--- config.mk ---
export PLATFORM = sky130hd
export DESIGN_NAME = pixel_readout
export DESIGN_NICKNAME = d
export VERILOG_FILES = /design/src/rtl/pixel_readout_pkg.sv /design/src/rtl/column_latch.sv /design/src/rtl/pixel_readout.sv
export SDC_FILE = /design/constraint.sdc
export NUM_CORES = 1
export LEC_CHECK = 0
export ABC_CLOCK_PERIOD_IN_PS = 1500
export CAP_MARGIN = 20
export CORE_ASPECT_RATIO = 0.8
export CORE_MARGIN = 2
export CORE_UTILIZATION = 45
export DETAILED_ROUTE_END_ITERATION = 7
export DONT_BUFFER_PORTS = 1
export PLACE_DENSITY = 0.63
export REMOVE_ABC_BUFFERS = 1
export SYNTH_ARGS = -nofsm -noshare
export SYNTH_HDL_FRONTEND = slang
export SYNTH_HIERARCHICAL = 1
export SYNTH_SLANG_ARGS = --single-unit
--- constraint.sdc ---
create_clock -name Clk -period 1.5 [get_ports Clk]
set_input_delay 0.15 -clock Clk [delete_from_list [all_inputs] [get_ports Clk]]
set_output_delay 0.15 -clock Clk [all_outputs]
set_load 0.02 [all_outputs]
--- src/rtl/pixel_readout_pkg.sv ---
// Package: pixel_readout_pkg
// Purpose : Shared types and constants for the pixel readout block.
//   state_t      : readout FSM states (IDLE, CONVERT, UNLOAD)
//   ADC_BITS_DEF : default ramp/pixel code width
//   ROW_1/ROW_2  : encoding of the selected row on Pix_row
package pixel_readout_pkg;

  typedef enum logic [1:0] {
    IDLE    = 2'd0,
    CONVERT = 2'd1,
    UNLOAD  = 2'd2
  } state_t;

  localparam int   ADC_BITS_DEF = 8;
  localparam logic ROW_1        = 1'b0;
  localparam logic ROW_2        = 1'b1;

endpackage

--- src/rtl/column_latch.sv ---
// Module : column_latch
// Purpose: One column of the single-slope ADC. Captures the ramp code on the
//          first cycle the column comparator reports Ramp >= pixel; a column
//          that never trips is forced to all-ones on the final ramp step.
// Ports  :
//   clk, rst : clock, asynchronous active-high reset
//   clr      : clear done flag and code (start of conversion or abort)
//   en       : conversion in progress
//   last     : ramp is at its final (all-ones) step
//   comp     : column comparator output
//   ramp     : current ramp code
//   code     : latched pixel code
module column_latch
  import pixel_readout_pkg::*;
#(
  parameter int ADC_BITS = ADC_BITS_DEF
) (
  input  logic                clk,
  input  logic                rst,
  input  logic                clr,
  input  logic                en,
  input  logic                last,
  input  logic                comp,
  input  logic [ADC_BITS-1:0] ramp,
  output logic [ADC_BITS-1:0] code
);

  logic                done_reg;
  logic [ADC_BITS-1:0] code_reg;

  always_ff @(posedge clk or posedge rst) begin
    if (rst) begin
      done_reg <= 1'b0;
      code_reg <= '0;
    end else if (clr) begin
      done_reg <= 1'b0;
      code_reg <= '0;
    end else if (en && !done_reg && (comp || last)) begin
      // A comparator hit wins over the end-of-ramp fill; both yield all-ones
      // on the last step anyway.
      done_reg <= 1'b1;
      code_reg <= comp ? ramp : '1;
    end
  end

  assign code = code_reg;

endmodule

--- src/rtl/pixel_readout.sv ---
// Module : pixel_readout
// Purpose: Sensor-side responder to the camera controller. A rising ADC edge
//          with exactly one row selected runs a 2**ADC_BITS-cycle ramp,
//          latches one code per column, then streams the codes out over a
//          valid/ready interface. Erase aborts in any state.
// Ports  :
//   Clk, Reset            : clock, asynchronous active-high reset
//   Erase, Expose         : controller strobes (Erase aborts)
//   NRE_1, NRE_2          : active-low row read enables
//   ADC                   : conversion request, rising edge significant
//   Comp[COLS]            : column comparators (bit c high when Ramp >= pixel c)
//   Ramp                  : ramp DAC code
//   Pix_valid/ready/data/row/col : output word stream
//   Frame_done            : one-cycle pulse after the last row-2 word is accepted
//   Busy                  : FSM not idle
//   Seq_error             : sticky protocol error (only with PIXEL_SEQ_CHECK_EN)
// Build option: define PIXEL_SEQ_CHECK_EN to add the Seq_error port and checks.
module pixel_readout
  import pixel_readout_pkg::*;
#(
  parameter int ADC_BITS = ADC_BITS_DEF,
  parameter int COLS     = 2,
  parameter int COL_W    = 1
) (
  input  logic                Clk,
  input  logic                Reset,
  input  logic                Erase,
  input  logic                Expose,
  input  logic                NRE_1,
  input  logic                NRE_2,
  input  logic                ADC,
  input  logic [COLS-1:0]     Comp,
  output logic [ADC_BITS-1:0] Ramp,
  output logic                Pix_valid,
  input  logic                Pix_ready,
  output logic [ADC_BITS-1:0] Pix_data,
  output logic                Pix_row,
  output logic [COL_W-1:0]    Pix_col,
  output logic                Frame_done,
  output logic                Busy
`ifdef PIXEL_SEQ_CHECK_EN
  ,
  output logic                Seq_error
`endif
);

  state_t              state_reg, state_next;
  logic                adc_q_reg;
  logic [ADC_BITS-1:0] ramp_reg;
  logic [COL_W-1:0]    col_reg;
  logic                row_reg;
  logic                frame_done_reg;

  logic                start;
  logic                one_row;
  logic                ramp_max;
  logic                accept;
  logic                last_col;
  logic                clr_latch;
  logic                conv_en;
  logic [ADC_BITS-1:0] code_arr [COLS];

  assign start    = ADC & ~adc_q_reg;
  assign one_row  = NRE_1 ^ NRE_2;
  assign ramp_max = (ramp_reg == '1);
  assign accept   = (state_reg == UNLOAD) && Pix_ready;
  assign last_col = (col_reg == COL_W'(COLS - 1));
  assign conv_en  = (state_reg == CONVERT) && !Erase;

  // Next-state logic; Erase overrides every state.
  always_comb begin
    state_next = state_reg;
    clr_latch  = 1'b0;
    if (Erase) begin
      state_next = IDLE;
      clr_latch  = 1'b1;
    end else begin
      case (state_reg)
        IDLE: begin
          if (start && one_row) begin
            state_next = CONVERT;
            clr_latch  = 1'b1;
          end
        end
        CONVERT: begin
          if (ramp_max) state_next = UNLOAD;
        end
        UNLOAD: begin
          if (accept && last_col) state_next = IDLE;
        end
        default: state_next = IDLE;
      endcase
    end
  end

  always_ff @(posedge Clk or posedge Reset) begin
    if (Reset) begin
      state_reg      <= IDLE;
      adc_q_reg      <= 1'b0;
      ramp_reg       <= '0;
      col_reg        <= '0;
      row_reg        <= ROW_1;
      frame_done_reg <= 1'b0;
    end else begin
      state_reg <= state_next;
      adc_q_reg <= ADC;

      // Ramp only moves in CONVERT and wraps to 0 on the final step.
      if (conv_en && !ramp_max) ramp_reg <= ramp_reg + ADC_BITS'(1);
      else                      ramp_reg <= '0;

      // Row is captured once at start; later NRE changes are ignored.
      if (!Erase && (state_reg == IDLE) && start && one_row)
        row_reg <= ~NRE_2;

      if (Erase || (state_reg == CONVERT)) col_reg <= '0;
      else if (accept)                     col_reg <= last_col ? '0 : col_reg + COL_W'(1);

      frame_done_reg <= !Erase && accept && last_col && (row_reg == ROW_2);
    end
  end

  for (genvar gi = 0; gi < COLS; gi++) begin : g_col
    column_latch #(.ADC_BITS(ADC_BITS)) u_latch (
      .clk  (Clk),
      .rst  (Reset),
      .clr  (clr_latch),
      .en   (conv_en),
      .last (ramp_max),
      .comp (Comp[gi]),
      .ramp (ramp_reg),
      .code (code_arr[gi])
    );
  end

  // Word fields are zeroed outside UNLOAD so the stream is quiet when idle.
  assign Ramp       = ramp_reg;
  assign Pix_valid  = (state_reg == UNLOAD);
  assign Pix_data   = Pix_valid ? code_arr[col_reg] : '0;
  assign Pix_row    = Pix_valid & row_reg;
  assign Pix_col    = Pix_valid ? col_reg : '0;
  assign Frame_done = frame_done_reg;
  assign Busy       = (state_reg != IDLE);

`ifdef PIXEL_SEQ_CHECK_EN
  logic seq_error_reg;

  always_ff @(posedge Clk or posedge Reset) begin
    if (Reset) begin
      seq_error_reg <= 1'b0;
    end else if ((start && (!one_row || (state_reg != IDLE))) ||
                 (Expose && Erase) || (!NRE_1 && !NRE_2)) begin
      seq_error_reg <= 1'b1;
    end
  end

  assign Seq_error = seq_error_reg;
`else
  // Expose only feeds the protocol checker.
  logic unused_expose;
  assign unused_expose = Expose;
`endif

endmodule
* Word level (Yosys, flattened, before mapping) *
Index checks and enable logic that the tools add are counted.

storage, ports and cells
  flip-flop bits (word level) = 32
  bits of input ports = 10
  output and inout port bits = 21
  logic and storage cells = 80

operators by class
  add/sub/neg operators = 2
  $lt $le $gt $ge = 1
  equal/unequal tests = 6
  multiplexer cells = 27
  bitwise logic cells = 6
  reduce and logical (&&, ||, !) cells = 28

operator list
  operator               count
  $mux W8                11
  $logic_and A1 B1 Y1    15
  $mux W1                11
  $add A8 B1 Y8 const B  1
  $eq A8 B8 Y1 const B   1
  $mux W2                4
  $reduce_bool A2 Y1     4
  $ne A3 B2 Y1 const B   2
  $pmux W2 S3            1
  $logic_not A1 Y1       4
  $logic_or A1 B1 Y1     3
  $ne A3 B3 Y1 const B   1
  $reduce_and A3 Y1      1
  $and A1 B1 Y1          2
  $eq A2 B1 Y1 const B   1
  $eq A2 B2 Y1 const B   1
  $ge A2 B2 Y1 const B   1
  $logic_not A2 Y1       1
  $not A1 Y1             2
  $not A1 Y2             1
  $add A1 B1 Y1 const B  1
  $xor A1 B1 Y1          1

* Depth between registers and ports, before layout *
  word-level depth = 7
  mapped depth = 6
  depth with buffers taken out = 5

* Hierarchy *
Netlist, hierarchy kept.

by module, submodules not included
  module         times used  cells each  area an instance (µm²)  sequential area each (µm²)
  pixel_readout  1           88          823.3                   350.3
  column_latch   2           24          361.6                   225.2

* Least setup slack after synthesis *
No wires, ideal clock.

  kind = reg2reg
  start = reg ramp_reg[0] (netlist: Ramp[0])
  end = reg g_col[0].u_latch.code_reg[2]
  library setup time = 123 ps
  data arrival time = 1,513 ps
  data required time = 1,377 ps
  slack = -136 ps
  cell stages (with the launch flop) = 7
  buffers on the path = 1
  clock period less this slack = 1,636 ps
  cell sequence = dfrtp_1 > ha_1 > nand3_2 > nor2_1 > o21a_1 > buf_6 > o221a_1

on the way
  longest elaborated chain between the ends = 4

RTL lines
  element                              line                  text
  start: declaration                   pixel_readout.sv:49   logic [ADC_BITS-1:0] ramp_reg;
  start signal: assignment             pixel_readout.sv:109  if (conv_en && !ramp_max) ramp_reg <= ramp_reg + ADC_BITS'(1);
  $eq A8 B8 Y1                         pixel_readout.sv:65   assign ramp_max = (ramp_reg == '1);
  net ramp_max                         pixel_readout.sv:56   logic ramp_max;
  $logic_or A1 B1 Y1                   column_latch.sv:38    end else if (en && !done_reg && (comp || last)) begin
  $logic_and A1 B1 Y1                  column_latch.sv:38
  $reduce_bool A2 Y1 (no source line)  --
  end signal: assignment               column_latch.sv:42    code_reg <= comp ? ramp : '1;
  end: declaration                     column_latch.sv:29    logic [ADC_BITS-1:0] code_reg;

The timed path passes the listed nets, and every way through them passes these cells.
A chain may end at the register's enable or synchronous reset.

* Worst setup path in the final report *
  start = reg state_reg[1]
  end = reg g_col[1].u_latch.code_reg[6]

on the way
  elaborated cells between the ends (all ways) = 9
  those cells by class = 1 x eq/ne; 3 x mux; 5 x reduce/logical

RTL lines
  element                                        line                  text
  start: declaration                             pixel_readout.sv:47   state_t state_reg, state_next;
  start signal: assignment                       pixel_readout.sv:105  state_reg <= state_next;
  $logic_not A2 Y1 *                             pixel_readout.sv:78   case (state_reg)
  $mux W1 *                                      pixel_readout.sv:78
  $mux W1 *                                      pixel_readout.sv:74   if (Erase) begin
  net clr_latch                                  pixel_readout.sv:59   logic clr_latch;
  $mux W8 or $reduce_bool A2 Y1 (tied branches)  --
  end signal: assignment                         column_latch.sv:42
  end: declaration                               column_latch.sv:29

Mark *: on every way through the listed nets, which the timed path passes. The rest lies on a longest branch.

==> out/results.md <==
| Result | Value |
|---|---|
| Type of element launching the critical path | flip-flop |
| Async set-or-reset flop fraction in the synthesized netlist | 1.00 |
| Setup-failing EPs final | 27 |
| Detailed Route Iter0 Violations | 157 |
| Routed wire length per instance | 20.1 um |
| Relative slew margins | 0.618 |
| Fraction of post-synthesis cell area in the top cell type by area | 0.518 |
| Sequential fraction of design power | 0.469 |
| Setup CP Type | reg2reg |
| Overflow left after global routing | 0 |
| Outcome | finished, violations left |
| PD cells | 837 nW/um^2 |
| Sum Neg Setup Slack | -2.01 ns |
| Final cycle utilization of the critical path | 1.08 |
| Number of nets in the layout | 201 |
| Switching part of the total power | 0.237 |
| Proportion of power drawn by the clock network | 0.435 |
| Final Hold Violating Endpoints | 0 |
| Critical register-to-register path startpoint | state_reg[1]$_DFFE_PP0P_ |
| Flip-flop count of the largest register, all copies and words added | 16 |
| Avg Cell Area, Syn | 11.4 um^2 |
| CTS tree | built |
| Share of layout cells above drive strength 1 | 0.440 |
| Area of the die | 3920 um^2 |
| Multi-input gate area in the final layout | 796 um^2 |
| Post-synthesis sequential element count | 32 |
| Worst hold path cell count | 2 |
| Minimum clock period after layout | 1.63 ns |
| CTS Sinks | 32 |
| Warnings, synthesis | 6 |
| Routed Antenna Nets | 0 |
| Io pins | 31 |
| N_diodes | 0 |
| Most used DFF post-synth | sky130_fd_sc_hd__dfrtp_1 |
| Global routing usage summed across all routing layers | 0.253 |
| Count of input and output buffers | 0 |
| Pin count of the biggest net entering global routing | 15 |
| Cell accounting for the most synthesized area | sky130_fd_sc_hd__dfrtp_1 |
| Launch point of the worst path | state_reg[1]$_DFFE_PP0P_ |
| Req. time, crit path | 1.67 ns |
| Transition time at the pin with the least slew margin | 0.572 ns |
| Bufs on Longest Clock Path | 2 |
| Clock-pin slew of the registers on the worst-case setup and hold paths | 0.08 ns |
| Leading cell types by total area after synthesis | sky130_fd_sc_hd__dfrtp_1 (52%), sky130_fd_sc_hd__o221a_1 (12%), sky130_fd_sc_hd__mux2i_1 (5.8%), sky130_fd_sc_hd__nor2_1 (3.6%), sky130_fd_sc_hd__inv_1 (2.2%) |
| Layout fillers | 244 |
| Drt pass-1 iters | 4 |
| Total number of placement rows | 19 |
| Category of the worst setup path capture point | flip-flop |
| Power dissipated by switching net loads | 454 uW |
| Cell area after technology mapping | 1550 um^2 |
| DRC errors left | 0 |
| Maximum operating frequency | 615 MHz |
| Static leakage | 0.000995 uW |
| Number of distinct library cells after synthesis | 37 |
| Final design utilization | 0.682 |
| Worst IR Drop VDD | 0.000625 V |
| Depth of the most critical reg-to-reg path | 6 |
| Number of max-capacitance violations reported | 0 |
| Number of instances in the synthesized netlist | 136 |
| Total core area | 3350 um^2 |
| Half-perimeter wire length after placement | 2870 um |
| Number of vias per cell after detailed routing | 5.84 |
| Storage element area | 802 um^2 |
| GP Congestion | 0.786 |
| Insertion delay to the later sink of the worst-skew pair | 0.29 ns |
| Number of global-route vias before repair | 1372 |
| Count of final max-slew check failures | 0 |
| Violated checks | setup timing |
| Root cell of the clock tree | sky130_fd_sc_hd__clkbuf_8 |
| Arr. time, crit path | 1.80 ns |
| Y dimension of the die | 56.4 um |
| Skew final | 0.0105 ns |
| Tightest Hold Check Type | in2reg |
| Layout overhead on the synthesized area | 47.7% |
| Startpoint of the tightest hold check path | Erase |
| Share of total power in combinational logic | 0.096 |
| Number of enable-type register cells in the synthesized netlist | 0 |
| H-tree level count | 2 |
| Final setup margin | -0.127 ns |
| Critical-path maximum fanout | 5 |
| Internal power contribution | 1460 uW |
| Sequential element share of the synthesized area | 0.518 |
| Effective utilization at floorplan | 0.461 |
| Global-route wire length before repair | 7300 um |
| Unrepaired setup endpoints after global routing | yes |
| Clock buffer count from CTS | 5 |
| Routed wire length | 4670 um |
| Number of antenna violations at the first check in global routing | 0 |
| Via count of the routed design | 1361 |
| Width of the die | 69.5 um |
[cells in the mapped netlist, types with 3 or more instances]
cell type,count
sky130_fd_sc_hd__nand2_1,7
sky130_fd_sc_hd__o221a_1,16
sky130_fd_sc_hd__inv_1,9
sky130_fd_sc_hd__o21a_1,4
sky130_fd_sc_hd__dfrtp_1,32
sky130_fd_sc_hd__nor2_1,15
sky130_fd_sc_hd__a21oi_1,3
sky130_fd_sc_hd__mux2i_1,9
[power by group through the flow]
stage                     combinational [uW]  sequential (uW)  clock [uW]
after global placement                   115              911           0
after global routing                     195              899         892
after detailed placement                 122              913           0
after floorplan                         73.9              914           0
after CTS                                182              897         852
final                                    183              898         832
[per-stage QoR]
step	cells	area (um^2)	hold WS, ns	setup WS (ns)	power [uW]
after floorplan	132	1520	-0.0221	-0.154	988
after global placement	206	1820	0.0238	-0.0974	1030
after detailed placement	206	1820	0.0253	-0.191	1040
after CTS	232	2240	0.0956	-0.0984	1930
after global routing	233	2280	0.103	-0.187	1990
final	233	2280	0.110	-0.127	1910
[cells in the final DEF, fill, tap and decap left out, types with 3 or more instances in the layout]
cell type	netlist	routed
sky130_fd_sc_hd__nor2_4	0	8
sky130_fd_sc_hd__dfrtp_1	32	31
sky130_fd_sc_hd__o221a_1	16	16
sky130_fd_sc_hd__clkbuf_8	0	5
sky130_fd_sc_hd__nand2_1	7	5
sky130_fd_sc_hd__nor2_1	15	7
sky130_fd_sc_hd__a21oi_1	3	3
sky130_fd_sc_hd__o21a_1	4	3
sky130_fd_sc_hd__mux2i_1	9	9
sky130_fd_sc_hd__dlygate4sd3_1	0	5
sky130_fd_sc_hd__buf_4	0	25
sky130_fd_sc_hd__clkinv_4	0	5
sky130_fd_sc_hd__inv_1	9	8
sky130_fd_sc_hd__buf_6	2	16
[critical path, cell delays in order, from the launching register on]
cell                       delay, ns
sky130_fd_sc_hd__dfrtp_1        0.41
sky130_fd_sc_hd__buf_6          0.14
sky130_fd_sc_hd__buf_6          0.11
sky130_fd_sc_hd__nor4b_4        0.32
sky130_fd_sc_hd__a21o_4         0.27
sky130_fd_sc_hd__clkinv_4       0.10
sky130_fd_sc_hd__o221a_1        0.14
[worst paths after layout]
path / endpoint / slack [ns]
worst max-delay path: g_col[1].u_latch/code[6]$_DFFE_PP0P_ / -0.13
worst min-delay path: state_reg[0]$_DFFE_PP0P_ / 0.11
worst max register to register: g_col[1].u_latch/code[6]$_DFFE_PP0P_ / -0.13
worst min register to register: Frame_done$_DFF_PP0_ / 0.56
max in group asynchronous: col_reg$_DFFE_PP0P_ / 0.70
min in group asynchronous: g_col[0].u_latch/code[0]$_DFFE_PP0P_ / 0.31
[timing repair]
action                                  in CTS  in global routing
endpoints found under the hold margin       37                  0
gates cloned                                 4                  0
hold buffers                                 5                  0
gates resized for setup                     40                 19
buffers inserted                             9                  3
pin swaps                                   12                  9
endpoints found under the setup margin      29                 31
[layout make-up]
type                    count  area share
multi-input cells          89       0.348
flip-flops and latches     32       0.351
repair buffers             48       0.194
clock inverters             3      0.0186
inverters                  12      0.0274
well taps                  42      0.0230
repair inverters            2     0.00767
clock buffers               5      0.0301
[cell families (layout without fill, tap and decap cells)]
logic type               count (synthesis)  after routing  synth area share
AO/OA/AOI/OAI                           34             34             0.201
XOR/XNOR                                 3              3            0.0170
adder cells (fa/ha/maj)                  1              1           0.00809
buffers and inverters                   16             70            0.0502
flip-flops                              32             32             0.518
multiplexers                            10             10            0.0655
AND/OR/NAND/NOR                         40             41             0.141
[metal layers]
metal | GRT usage | vias to the layer above | wire, um
li1 | - | 609 | -
met1 | 0.304 | 687 | 1880
met2 | 0.426 | 57 | 2450
met3 | 0.0772 | 8 | 289
met4 | 0.101 | 0 | 55
met5 | 0 | - | 0
No activity file was read; power rests on OpenSTA's default activity.
==> patch, RTL diff (same settings) <==
Add a define of `PIXEL_SEQ_CHECK_EN`.
--- a/src/rtl/pixel_readout.sv
+++ b/src/rtl/pixel_readout.sv
@@ -15,6 +15,8 @@
 //   Busy                  : FSM not idle
 //   Seq_error             : sticky protocol error (only with PIXEL_SEQ_CHECK_EN)
 // Build option: define PIXEL_SEQ_CHECK_EN to add the Seq_error port and checks.
+`define PIXEL_SEQ_CHECK_EN
+
 module pixel_readout
   import pixel_readout_pkg::*;
 #(
Formal check against the unedited RTL (old outputs only; new: Seq_error): equivalent (equiv_simple and equiv_induct, registers matched by name and starting in step).
==> patch against the unedited design <==
- the flow still finishes with violations (negative setup slack)
- routed wire length fell by 4.6%
- clock power fell by 19%
- clock skew fell by 0.0075 ns
- global-route usage fell by 3.0 points
- final area fell by 4.4%
- sequential cell count rose by 1
- setup slack improved by 0.083 ns
- via count rose by 1.1%
- area after synthesis rose by 4.4%
- utilization fell by 4.4 points
- power fell by 8.1%
- first-iteration DRC count fell by 12%
- critical endpoint is now g_col[1].u_latch/code[1]
- largest cell class is now multi-input combinational cells
- largest power group unchanged
==> patch: results (changes against the unedited design) <==
| Parameter | Reported | Unit | Change |
|:---|:---|:---|:---|
| Fraction of layout cells with a size suffix above 1 | 0.3681 | - | was 0.4398 |
| Yosys cell types | 39 | - | was 37 |
| Top post-synthesis cells by area | sky130_fd_sc_hd__dfrtp_1 51%, sky130_fd_sc_hd__o221a_1 11%, sky130_fd_sc_hd__mux2i_1 5.0% | - | was sky130_fd_sc_hd__dfrtp_1 52%, sky130_fd_sc_hd__o221a_1 12%, sky130_fd_sc_hd__mux2i_1 5.8% |
| Met1 routed wirelength after detailed routing | 1.898 | mm | was 1.881 mm |
| Leading cell types by count after synthesis | 33 x sky130_fd_sc_hd__dfrtp_1, 16 x sky130_fd_sc_hd__o221a_1, 11 x sky130_fd_sc_hd__inv_1, 11 x sky130_fd_sc_hd__nor2_1, 8 x sky130_fd_sc_hd__mux2i_1 | - | was 32 x sky130_fd_sc_hd__dfrtp_1, 16 x sky130_fd_sc_hd__o221a_1, 15 x sky130_fd_sc_hd__nor2_1, 9 x sky130_fd_sc_hd__inv_1, 9 x sky130_fd_sc_hd__mux2i_1 |
| Slowest Stage Delay on Critical Path | 0.39 | ns | was 0.41 ns |
| Violations in the final reports | negative setup slack | - | unchanged |
| Clock transition time at the flip-flop clock pins of the worst setup and hold paths | 0.06 | ns | was 0.08 ns |
| Detailed route wirelength on metal2 | 2.199 | mm | was 2.446 mm |
| Worst clock skew on the final layout | 0.002925 | ns | was 0.01047 ns |
| Outcome | complete, but fails checks | - | unchanged |
| Pin count of the biggest net entering global routing | 16 | - | was 15 |
| Smallest hold slack | 0.009918 | ns | was 0.1103 ns |
| Met1 Usage GRT | 0.2982 | - | was 0.3038 |
| Final net count | 194 | - | was 201 |
| Total via count in the routed design | 1376 | - | was 1361 |
| Wire length after detailed routing | 4.459 | mm | was 4.672 mm |
| Terminating pin of the worst hold path | Seq_error | - | was state_reg[0] |
| Final critical-path setup slack | -0.04367 | ns | was -0.1271 ns |
| Finish-stage setup viols | 16 | - | was 27 |
| Total global routing track utilization | 0.2228 | - | was 0.2526 |
| Final GP Congestion | 0.8264 | - | was 0.7857 |
| Post-synthesis sequential area ratio | 0.5112 | - | was 0.5178 |
| Sum of negative setup slack | -0.3855 | ns | was -2.007 ns |
| Reported leakage power | 0.9667 | nW | was 0.9952 nW |
| Number of fillers in the final layout | 284 | - | was 244 |
| Standard cell area after detailed placement | 1822 | um^2 | was 1821 um^2 |
| Detailed Place HPWL | 2.756 | mm | was 2.869 mm |
| Transition time of the tightest slew-check pin | 0.6385 | ns | was 0.5719 ns |
==> patch: what timing repair did <==
item / in CTS / in global routing
hold endpoints to repair: 38 / 0
hold buffers: 4 / 0
gates resized for setup: 22 / 30
pin swaps: 1 / 21
gates cloned: 0 / 3
buffers inserted: 3 / 0
setup endpoints to repair: 29 / 29
==> patch: power groups by stage <==
stage / combinational (W) / sequential [W] / clock [W]
floorplan: 0.0000754 / 0.000941 / 0
global placement: 0.000110 / 0.000941 / 0
detailed placement: 0.000114 / 0.000942 / 0
CTS: 0.000134 / 0.000925 / 0.000686
global route: 0.000174 / 0.000928 / 0.000726
finish: 0.000159 / 0.000926 / 0.000673
==> patch: metrics by stage <==
stage                     cells  utilization
after floorplan             138            -
after global placement      207       0.5322
after detailed placement    207       0.5322
after CTS                   221       0.5980
after global routing        224       0.6378
final                       224       0.6378
==> patch: critical path, delay by kind of cell, from the launching register on <==
| kind | cells | cell delay, ns |
|---|---|---|
| compound gates | 1 | 0.24 |
| buf+inv | 1 | 0.09 |
| simple gates | 3 | 0.71 |
| flops | 1 | 0.38 |
==> patch: area by class of cell <==
class / count / area (um^2) / share of cell area
Timing Repair Buffer: 34 / 319.1 / 0.1461
Multi-Input combinational cell: 94 / 838.3 / 0.3840
Sequential cell: 33 / 827.0 / 0.3788
Tap cell: 42 / 52.55 / 0.02407
Timing Repair inverter: 1 / 7.507 / 0.003438
Clock buffer: 7 / 86.33 / 0.03954
Inverter: 13 / 52.55 / 0.02407
==> patch: kinds of logic (layout without fill, tap and decap cells) <==
kind of cell	after synthesis	in the layout	share of synthesized area
DFF	33	33	0.5112
muxes	8	8	0.04958
xor gates and xnor gates	3	3	0.01627
adders and majority gates	2	2	0.01549
AOI/OAI and AO/OA	37	39	0.2014
and+or+nand+nor	42	42	0.1456
buffers and inverters	19	55	0.06042
